$ cat config.mk
export PLATFORM = sky130hd
export DESIGN_NAME = dpram_sdp_clr_flat
export DESIGN_NICKNAME = d
export VERILOG_FILES = /design/src/rtl/dpram_sdp_clr_pkg.sv /design/src/rtl/dpram_sdp_clr_if.sv /design/src/rtl/dpram_sdp_clr_mem_core.sv /design/src/rtl/dpram_sdp_clr.sv /design/src/flat_wrapper.sv
export SDC_FILE = /design/constraint.sdc
export NUM_CORES = 2
export LEC_CHECK = 0
export ABC_CLOCK_PERIOD_IN_PS = 11200
export BUFFER_PORTS_ARGS = -buffer_cell sky130_fd_sc_hd__buf_2
export CAP_MARGIN = 20
export CELL_PAD_IN_SITES_DETAIL_PLACEMENT = 1
export CELL_PAD_IN_SITES_GLOBAL_PLACEMENT = 1
export CORE_UTILIZATION = 45
export CTS_CLUSTER_DIAMETER = 100
export DETAILED_ROUTE_END_ITERATION = 8
export GPL_TIMING_DRIVEN = 1
export PLACE_DENSITY = 0.78
export SLEW_MARGIN = 10
export SYNTH_ARGS = -nofsm -noshare
export SYNTH_HDL_FRONTEND = slang
export SYNTH_SLANG_ARGS = --single-unit
$ cat constraint.sdc
create_clock -name clk -period 11.2 [get_ports clk]
set_input_delay 2.24 -clock clk [delete_from_list [all_inputs] [get_ports clk]]
set_output_delay 2.24 -clock clk [all_outputs]
set_load 0.01 [all_outputs]
$ cat src/rtl/dpram_sdp_clr_pkg.sv
// dpram_pkg: shared state encoding, read-latency legality check and default widths
package dpram_pkg;
  localparam int DEF_DATA_W = 8;
  localparam int DEF_ADDR_W = 8;
  typedef enum logic {ST_CLEAR = 1'b0, ST_RUN = 1'b1} state_t;
  function automatic logic rd_lat_ok(input int lat);
    return lat == 1 || lat == 2;
  endfunction
endpackage

$ cat src/rtl/dpram_sdp_clr_if.sv
// dpram_sdp_clr_if: clear, write and read port bundle of the simple dual-port RAM
interface dpram_sdp_clr_if import dpram_pkg::*; #(
  parameter int DATA_W = DEF_DATA_W,
  parameter int ADDR_W = DEF_ADDR_W
);
  logic              clr;
  logic              busy;
  logic              wr_en;
  logic [ADDR_W-1:0] wr_addr;
  logic [DATA_W-1:0] wr_data;
  logic              wr_drop;
  logic              rd_en;
  logic [ADDR_W-1:0] rd_addr;
  logic [DATA_W-1:0] rd_data;
  logic              rd_valid;
  modport master (
    output clr, wr_en, wr_addr, wr_data, rd_en, rd_addr,
    input  busy, wr_drop, rd_data, rd_valid
  );
  modport slave (
    input  clr, wr_en, wr_addr, wr_data, rd_en, rd_addr,
    output busy, wr_drop, rd_data, rd_valid
  );
endinterface

$ cat src/rtl/dpram_sdp_clr_mem_core.sv
// sdp_mem_core: inferable RAM array with one write port, one registered read port and collision forwarding
module sdp_mem_core #(
  parameter int DATA_W = 8,
  parameter int ADDR_W = 8,
  parameter int BYPASS = 1
) (
  input  logic              clk,
  input  logic              rst_n,
  input  logic              i_we,
  input  logic [ADDR_W-1:0] i_waddr,
  input  logic [DATA_W-1:0] i_wdata,
  input  logic              i_re,
  input  logic [ADDR_W-1:0] i_raddr,
  output logic [DATA_W-1:0] o_rdata
);
  logic [DATA_W-1:0] r_mem [2**ADDR_W];
  logic [DATA_W-1:0] r_rdata;
  assign o_rdata = r_rdata;
  // array write; the array itself carries no reset
  always_ff @(posedge clk)
    if (i_we) r_mem[i_waddr] <= i_wdata;
  // read register: holds between reads, forwards same-address write data when BYPASS is set
  always_ff @(posedge clk or negedge rst_n)
    if (!rst_n) r_rdata <= '0;
    else if (i_re) r_rdata <= (BYPASS != 0 && i_we && i_waddr == i_raddr) ? i_wdata : r_mem[i_raddr];
endmodule

$ cat src/rtl/dpram_sdp_clr.sv
// dpram_sdp_clr: parametrised simple dual-port RAM with clear engine, selectable read latency and rd_valid
module dpram_sdp_clr import dpram_pkg::*; #(
  parameter int              DATA_W   = DEF_DATA_W,
  parameter int              ADDR_W   = DEF_ADDR_W,
  parameter int              RD_LAT   = 1,
  parameter int              BYPASS   = 1,
  parameter logic [DATA_W-1:0] INIT_VAL = '0
) (
  input logic            clk,
  input logic            rst_n,
  dpram_sdp_clr_if.slave bus
);
  localparam logic LAT2 = rd_lat_ok(RD_LAT) && RD_LAT == 2;
  state_t            r_state, w_state_nxt;
  logic [ADDR_W-1:0] r_cnt;
  logic              r_wr_drop, r_vld1;
  logic              w_busy, w_we, w_re, w_last;
  logic [ADDR_W-1:0] w_waddr;
  logic [DATA_W-1:0] w_wdata, w_core_rd;
  assign w_busy      = r_state == ST_CLEAR;
  assign w_last      = r_cnt == {ADDR_W{1'b1}};
  assign w_we        = w_busy | bus.wr_en;
  assign w_waddr     = w_busy ? r_cnt : bus.wr_addr;
  assign w_wdata     = w_busy ? INIT_VAL : bus.wr_data;
  assign w_re        = bus.rd_en & ~w_busy;
  assign bus.busy    = w_busy;
  assign bus.wr_drop = r_wr_drop;
  // next state: CLEAR ends on the edge writing the last address, RUN re-enters CLEAR on clr
  always_comb begin
    w_state_nxt = w_busy ? (w_last ? ST_RUN : ST_CLEAR) : (bus.clr ? ST_CLEAR : ST_RUN);
  end
  // state register; reset always restarts the clear
  always_ff @(posedge clk or negedge rst_n)
    if (!rst_n) r_state <= ST_CLEAR;
    else r_state <= w_state_nxt;
  // clear address counter, parked at zero in RUN so a new clear starts from address 0
  always_ff @(posedge clk or negedge rst_n)
    if (!rst_n) r_cnt <= '0;
    else r_cnt <= w_busy ? r_cnt + 1'b1 : '0;
  // flag user writes rejected while the clear engine owns the write port
  always_ff @(posedge clk or negedge rst_n)
    if (!rst_n) r_wr_drop <= 1'b0;
    else r_wr_drop <= bus.wr_en & w_busy;
  // first valid stage tracks reads captured by the RAM read register
  always_ff @(posedge clk or negedge rst_n)
    if (!rst_n) r_vld1 <= 1'b0;
    else r_vld1 <= w_re;
  sdp_mem_core #(.DATA_W(DATA_W), .ADDR_W(ADDR_W), .BYPASS(BYPASS)) u_core (
    .clk     (clk),
    .rst_n   (rst_n),
    .i_we    (w_we),
    .i_waddr (w_waddr),
    .i_wdata (w_wdata),
    .i_re    (w_re),
    .i_raddr (bus.rd_addr),
    .o_rdata (w_core_rd)
  );
  if (LAT2) begin : g_lat2
    logic              r_vld2;
    logic [DATA_W-1:0] r_dout;
    // output stage loads only when the first stage holds fresh data, otherwise holds
    always_ff @(posedge clk or negedge rst_n)
      if (!rst_n) begin
        r_vld2 <= 1'b0;
        r_dout <= '0;
      end else begin
        r_vld2 <= r_vld1;
        if (r_vld1) r_dout <= w_core_rd;
      end
    assign bus.rd_valid = r_vld2;
    assign bus.rd_data  = r_dout;
  end else begin : g_lat1
    assign bus.rd_valid = r_vld1;
    assign bus.rd_data  = w_core_rd;
  end
endmodule

$ cat src/flat_wrapper.sv
// flat-port wrapper written by rule: the top's interface ports become plain ports
module dpram_sdp_clr_flat import dpram_pkg::*;
#(
  parameter int              DATA_W   = DEF_DATA_W,
  parameter int              ADDR_W   = DEF_ADDR_W,
  parameter int              RD_LAT   = 1,
  parameter int              BYPASS   = 1,
  parameter logic [DATA_W-1:0] INIT_VAL = '0
)
  (clk, rst_n, bus_clr, bus_wr_en, bus_wr_addr, bus_wr_data, bus_rd_en, bus_rd_addr, bus_busy, bus_wr_drop, bus_rd_data, bus_rd_valid);
  dpram_sdp_clr_if #(.DATA_W(DATA_W), .ADDR_W(ADDR_W)) bus_i ();
  input logic clk;
  input logic rst_n;
  input wire logic [$bits(bus_i.clr)-1:0] bus_clr;
  input wire logic [$bits(bus_i.wr_en)-1:0] bus_wr_en;
  input wire logic [$bits(bus_i.wr_addr)-1:0] bus_wr_addr;
  input wire logic [$bits(bus_i.wr_data)-1:0] bus_wr_data;
  input wire logic [$bits(bus_i.rd_en)-1:0] bus_rd_en;
  input wire logic [$bits(bus_i.rd_addr)-1:0] bus_rd_addr;
  output wire logic [$bits(bus_i.busy)-1:0] bus_busy;
  output wire logic [$bits(bus_i.wr_drop)-1:0] bus_wr_drop;
  output wire logic [$bits(bus_i.rd_data)-1:0] bus_rd_data;
  output wire logic [$bits(bus_i.rd_valid)-1:0] bus_rd_valid;
  assign bus_i.clr = bus_clr;
  assign bus_i.wr_en = bus_wr_en;
  assign bus_i.wr_addr = bus_wr_addr;
  assign bus_i.wr_data = bus_wr_data;
  assign bus_i.rd_en = bus_rd_en;
  assign bus_i.rd_addr = bus_rd_addr;
  assign bus_busy = bus_i.busy;
  assign bus_wr_drop = bus_i.wr_drop;
  assign bus_rd_data = bus_i.rd_data;
  assign bus_rd_valid = bus_i.rd_valid;
  dpram_sdp_clr #(.DATA_W(DATA_W), .ADDR_W(ADDR_W), .RD_LAT(RD_LAT), .BYPASS(BYPASS), .INIT_VAL(INIT_VAL)) u_core (.clk(clk), .rst_n(rst_n), .bus(bus_i));
endmodule
==> key figures <==
Timing
  – Rel. slew slack: 23.9%
  – Fin crit share: 49.3%
  – Final Hold Fails: 0
  – Max-slew violations: 0
  – Setup violators final: 0
  – Min Hold Slack: roughly 0.50 ns
  – Final TNS setup: 0 ns
  – Setup Skew: 0.0481 ns
  – Max Freq: 181 MHz
  – RSZ-0062 raised after global routing: no
  – Worst Tran Pin Value: ~1.1 ns
  – Crit path time final: 5.52 ns

Finish
  – Most frequent cells in the layout: 2048 x edfxtp_1, 510 x mux4_2, 322 x nor2_1
  – Post-layout util: 50.8%
  – Most common cell after layout, fill and taps aside: edfxtp_1
  – Layout cell share with drive strength beyond 1: 23.6%
  – Final nets: 3904
  – Non-filler cells, final: 6391
  – Area Growth Syn to Fin: 11.5%
  – Fillers: 15615

Synthesis
  – Syn Nets: ~3800
  – Yosys cell types: 55
  – EDFF count, synth: slightly above 2000
  – Netlist Area Pre-Place: 0.0805 mm^2
  – Sequential area share after synthesis: between 70% and 80%
  – Mapped Cells: around 3800
  – Area contributors post-synth: edfxtp_1 76%, mux4_2 14%, nor2_1 1.5%
  – Average size of a mapped cell: 21.3 um^2
  – Share of the synthesized area in the top cell type: 76.4%
  – Ys Warns: 0
  – Main synth FF type: edfxtp_1
  – Register bit total from synthesis: 2067
  – Yosys top cell by area: edfxtp_1
  – Ys async rst share: 0.919%

Critical path
  – CP required: 11.90 ns
  – Reg2reg setup slack: 6.54 ns
  – Crit path cell chain: buf_8 > buf_4 > nand2b_1 > or2_2 > a211oi_1 > nor2_1 > a311oi_1 > o21a_1 > o221ai_1
  – Worst Setup SP: bus_rd_addr[1]
  – RR Endpoint: u_core.u_core.r_mem[231][1]$_DFFE_PP_
  – Worst r2r src: u_core.r_state$_DFF_PN0_
  – Max FO, Critical Path: 55
  – Max stage delay on crit path: 0.80 ns
  – Startpoint type of the worst setup path: input port
  – CP max-delay cell: a311oi_1
  – Worst reg2reg path depth: 6
  – CP arrival: 6.22 ns
  – Setup crit end kind: register
  – Crit path kind: in -> reg

Min path
  – Hold path depth: 2
  – Worst hold start: u_core.u_core.o_rdata[4]$_DFFE_PN0P_
  – Hold WC Path Type: reg -> reg
  – Worst Hold Path EP: u_core.u_core.o_rdata[4]$_DFFE_PN0P_

Placement
  – Routability cong.: just over 0.9
  – Placed Cells: 6001
  – HPWL after detailed placement: about 130 mm
  – # port buffers: 39

Routing
  – Via density per instance: between 6 and 7
  – Via count: 40620
  – Detailed Route Iter0 Violations: 4770
  – Number of routed nets with antenna violations: 0
  – Avg WL per Cell: approximately 34 um
  – Residual DRC: 0
  – Drt first pass iters: 8
  – DRT Wirelength: 215 mm

CTS
  – Worst-path clk slew: 0.06 ns
  – CTS Buffer Depth: 3
  – Gates resized, CTS repair: 0
  – Post-CTS setup buffers: 0
  – # H-tree levels: 4
  – Clock root cell: clkbuf_16
  – CTS Buf Count: 203
  – Sink Count: 2067
  – Hold buffer count at cts: 0
  – CTS tree: done
  – Worst-Skew Late Latency: 0.86 ns

Die
  – IO Count: 40
  – Initial core utilization: 45.5%
  – FP Rows: 154
  – Die Span X: 425 um
  – Die area: 0.181 mm^2
  – DIE HEIGHT: 425 um
  – Total core area: 0.177 mm^2

Global routing
  – Initial antenna violation count: 11
  – Largest net degree at the start of global routing: roughly 120
  – Total track usage: about a quarter
  – Grt total ovfl: 0
  – Number of global-route vias before repair: 42280
  – First-pass GRT wire length: 308 mm

Outcome
  – Outcome: finished clean

Pwr
  – Peak supply drop: approximately 0.00018 V
  – Final Power: ~17 mW
  – Pleak: 28.0 nW
  – Pwr dens: 186 mW/mm^2

Flow run
  – MaxCap Viol Count: 0
registers in the layout, summed over array words and instances, names as in the netlist:
name / flops
u_core.bus.rd_valid: 1
u_core.bus.wr_drop: 1
u_core.r_cnt: 8
u_core.r_state: 1
u_core.u_core.o_rdata: 8
u_core.u_core.r_mem: 2048
critical path: cells and delay by family:
family                 cells  cell delay (ns)
AO/OA/AOI/OAI              4             1.70
AND/OR/NAND/NOR            3             0.91
buffers and inverters      2             1.20
metrics by stage:
step                      setup WS, ns  instance area (um^2)
final                             5.68                 89800
after global routing              5.53                 89800
after CTS                         5.77                 89600
after detailed placement          4.88                 82900
after global placement            4.85                 82900
after floorplan                   4.87                 80500
final cells by class:
| class | count | area [um^2] | share of cell area, % |
|---|---|---|---|
| Inverter | 5 | 18.8 | 0.0209 |
| Sequential cell | 2067 | 62000 | 69.0 |
| Clock buffer | 252 | 5350 | 5.95 |
| Multi-Input combinational cell | 1488 | 17200 | 19.2 |
| Timing Repair Buffer | 109 | 963 | 1.07 |
| Clock inverter | 123 | 1310 | 1.46 |
| Tap cell | 2340 | 2930 | 3.26 |
| Antenna cell | 7 | 17.5 | 0.0195 |
logic make-up (layout without fill, tap and decap cells):
| group | count (synthesis) | count (layout) | share of synthesized area, % |
|---|---|---|---|
| other | 0 | 7 | 0 |
| xor gates and xnor gates | 13 | 13 | 0.141 |
| muxes | 620 | 620 | 15.7 |
| DFF | 2067 | 2067 | 77.0 |
| and+or+nand+nor | 563 | 563 | 3.08 |
| adders and majority gates | 1 | 1 | 0.0155 |
| buffers and inverters | 230 | 489 | 1.67 |
| AOI/OAI and AO/OA | 291 | 291 | 2.42 |
worst max-delay path by stage:
| stage | end | slack, ns | depth (start not counted) |
|---|---|---|---|
| after floorplan | u_core.u_core.r_mem[0][0]$_DFFE_PP_ | 4.87 | 1 |
| after CTS | u_core.u_core.o_rdata[4]$_DFFE_PN0P_ | 5.77 | 9 |
| after detailed placement | u_core.u_core.o_rdata[7]$_DFFE_PN0P_ | 4.88 | 9 |
| final | u_core.u_core.o_rdata[4]$_DFFE_PN0P_ | 5.68 | 9 |
| after global placement | u_core.u_core.o_rdata[6]$_DFFE_PN0P_ | 4.85 | 8 |
| after global routing | u_core.u_core.o_rdata[7]$_DFFE_PN0P_ | 5.53 | 9 |
synthesized netlist by cell type, drive strengths merged, types with 8 or more instances:
master  instances
a21oi          34
and2           14
nand2b         18
a211oi         20
xor2            9
nor4           11
a22oi          56
o22ai          91
nor2          322
mux2i          77
dfrtp          19
mux4          510
nand3          35
o21ai          33
a311oi         12
nand2          74
buf           146
nor3           27
nor2b          21
o221ai          8
clkbuf         79
edfxtp       2048
a31oi           8
or3            16
mux2           33
power breakdown:
group | internal (mW) | total (mW) | switching (mW)
registers | 8.54 | 8.61 | 0.0688
clock network | 3.87 | 6.87 | 3.00
logic | 0.347 | 1.19 | 0.839
total | 12.8 | 16.7 | 3.91
layer usage:
metal  vias up  wire, um  track usage (%)
met3       485     19200             4.24
li1      15984         -                -
met1     21612     79800             31.1
met5         -        26                0
met2      2535    106000             38.7
met4         4     10200             10.9
(Power assumes the default switching activity.)
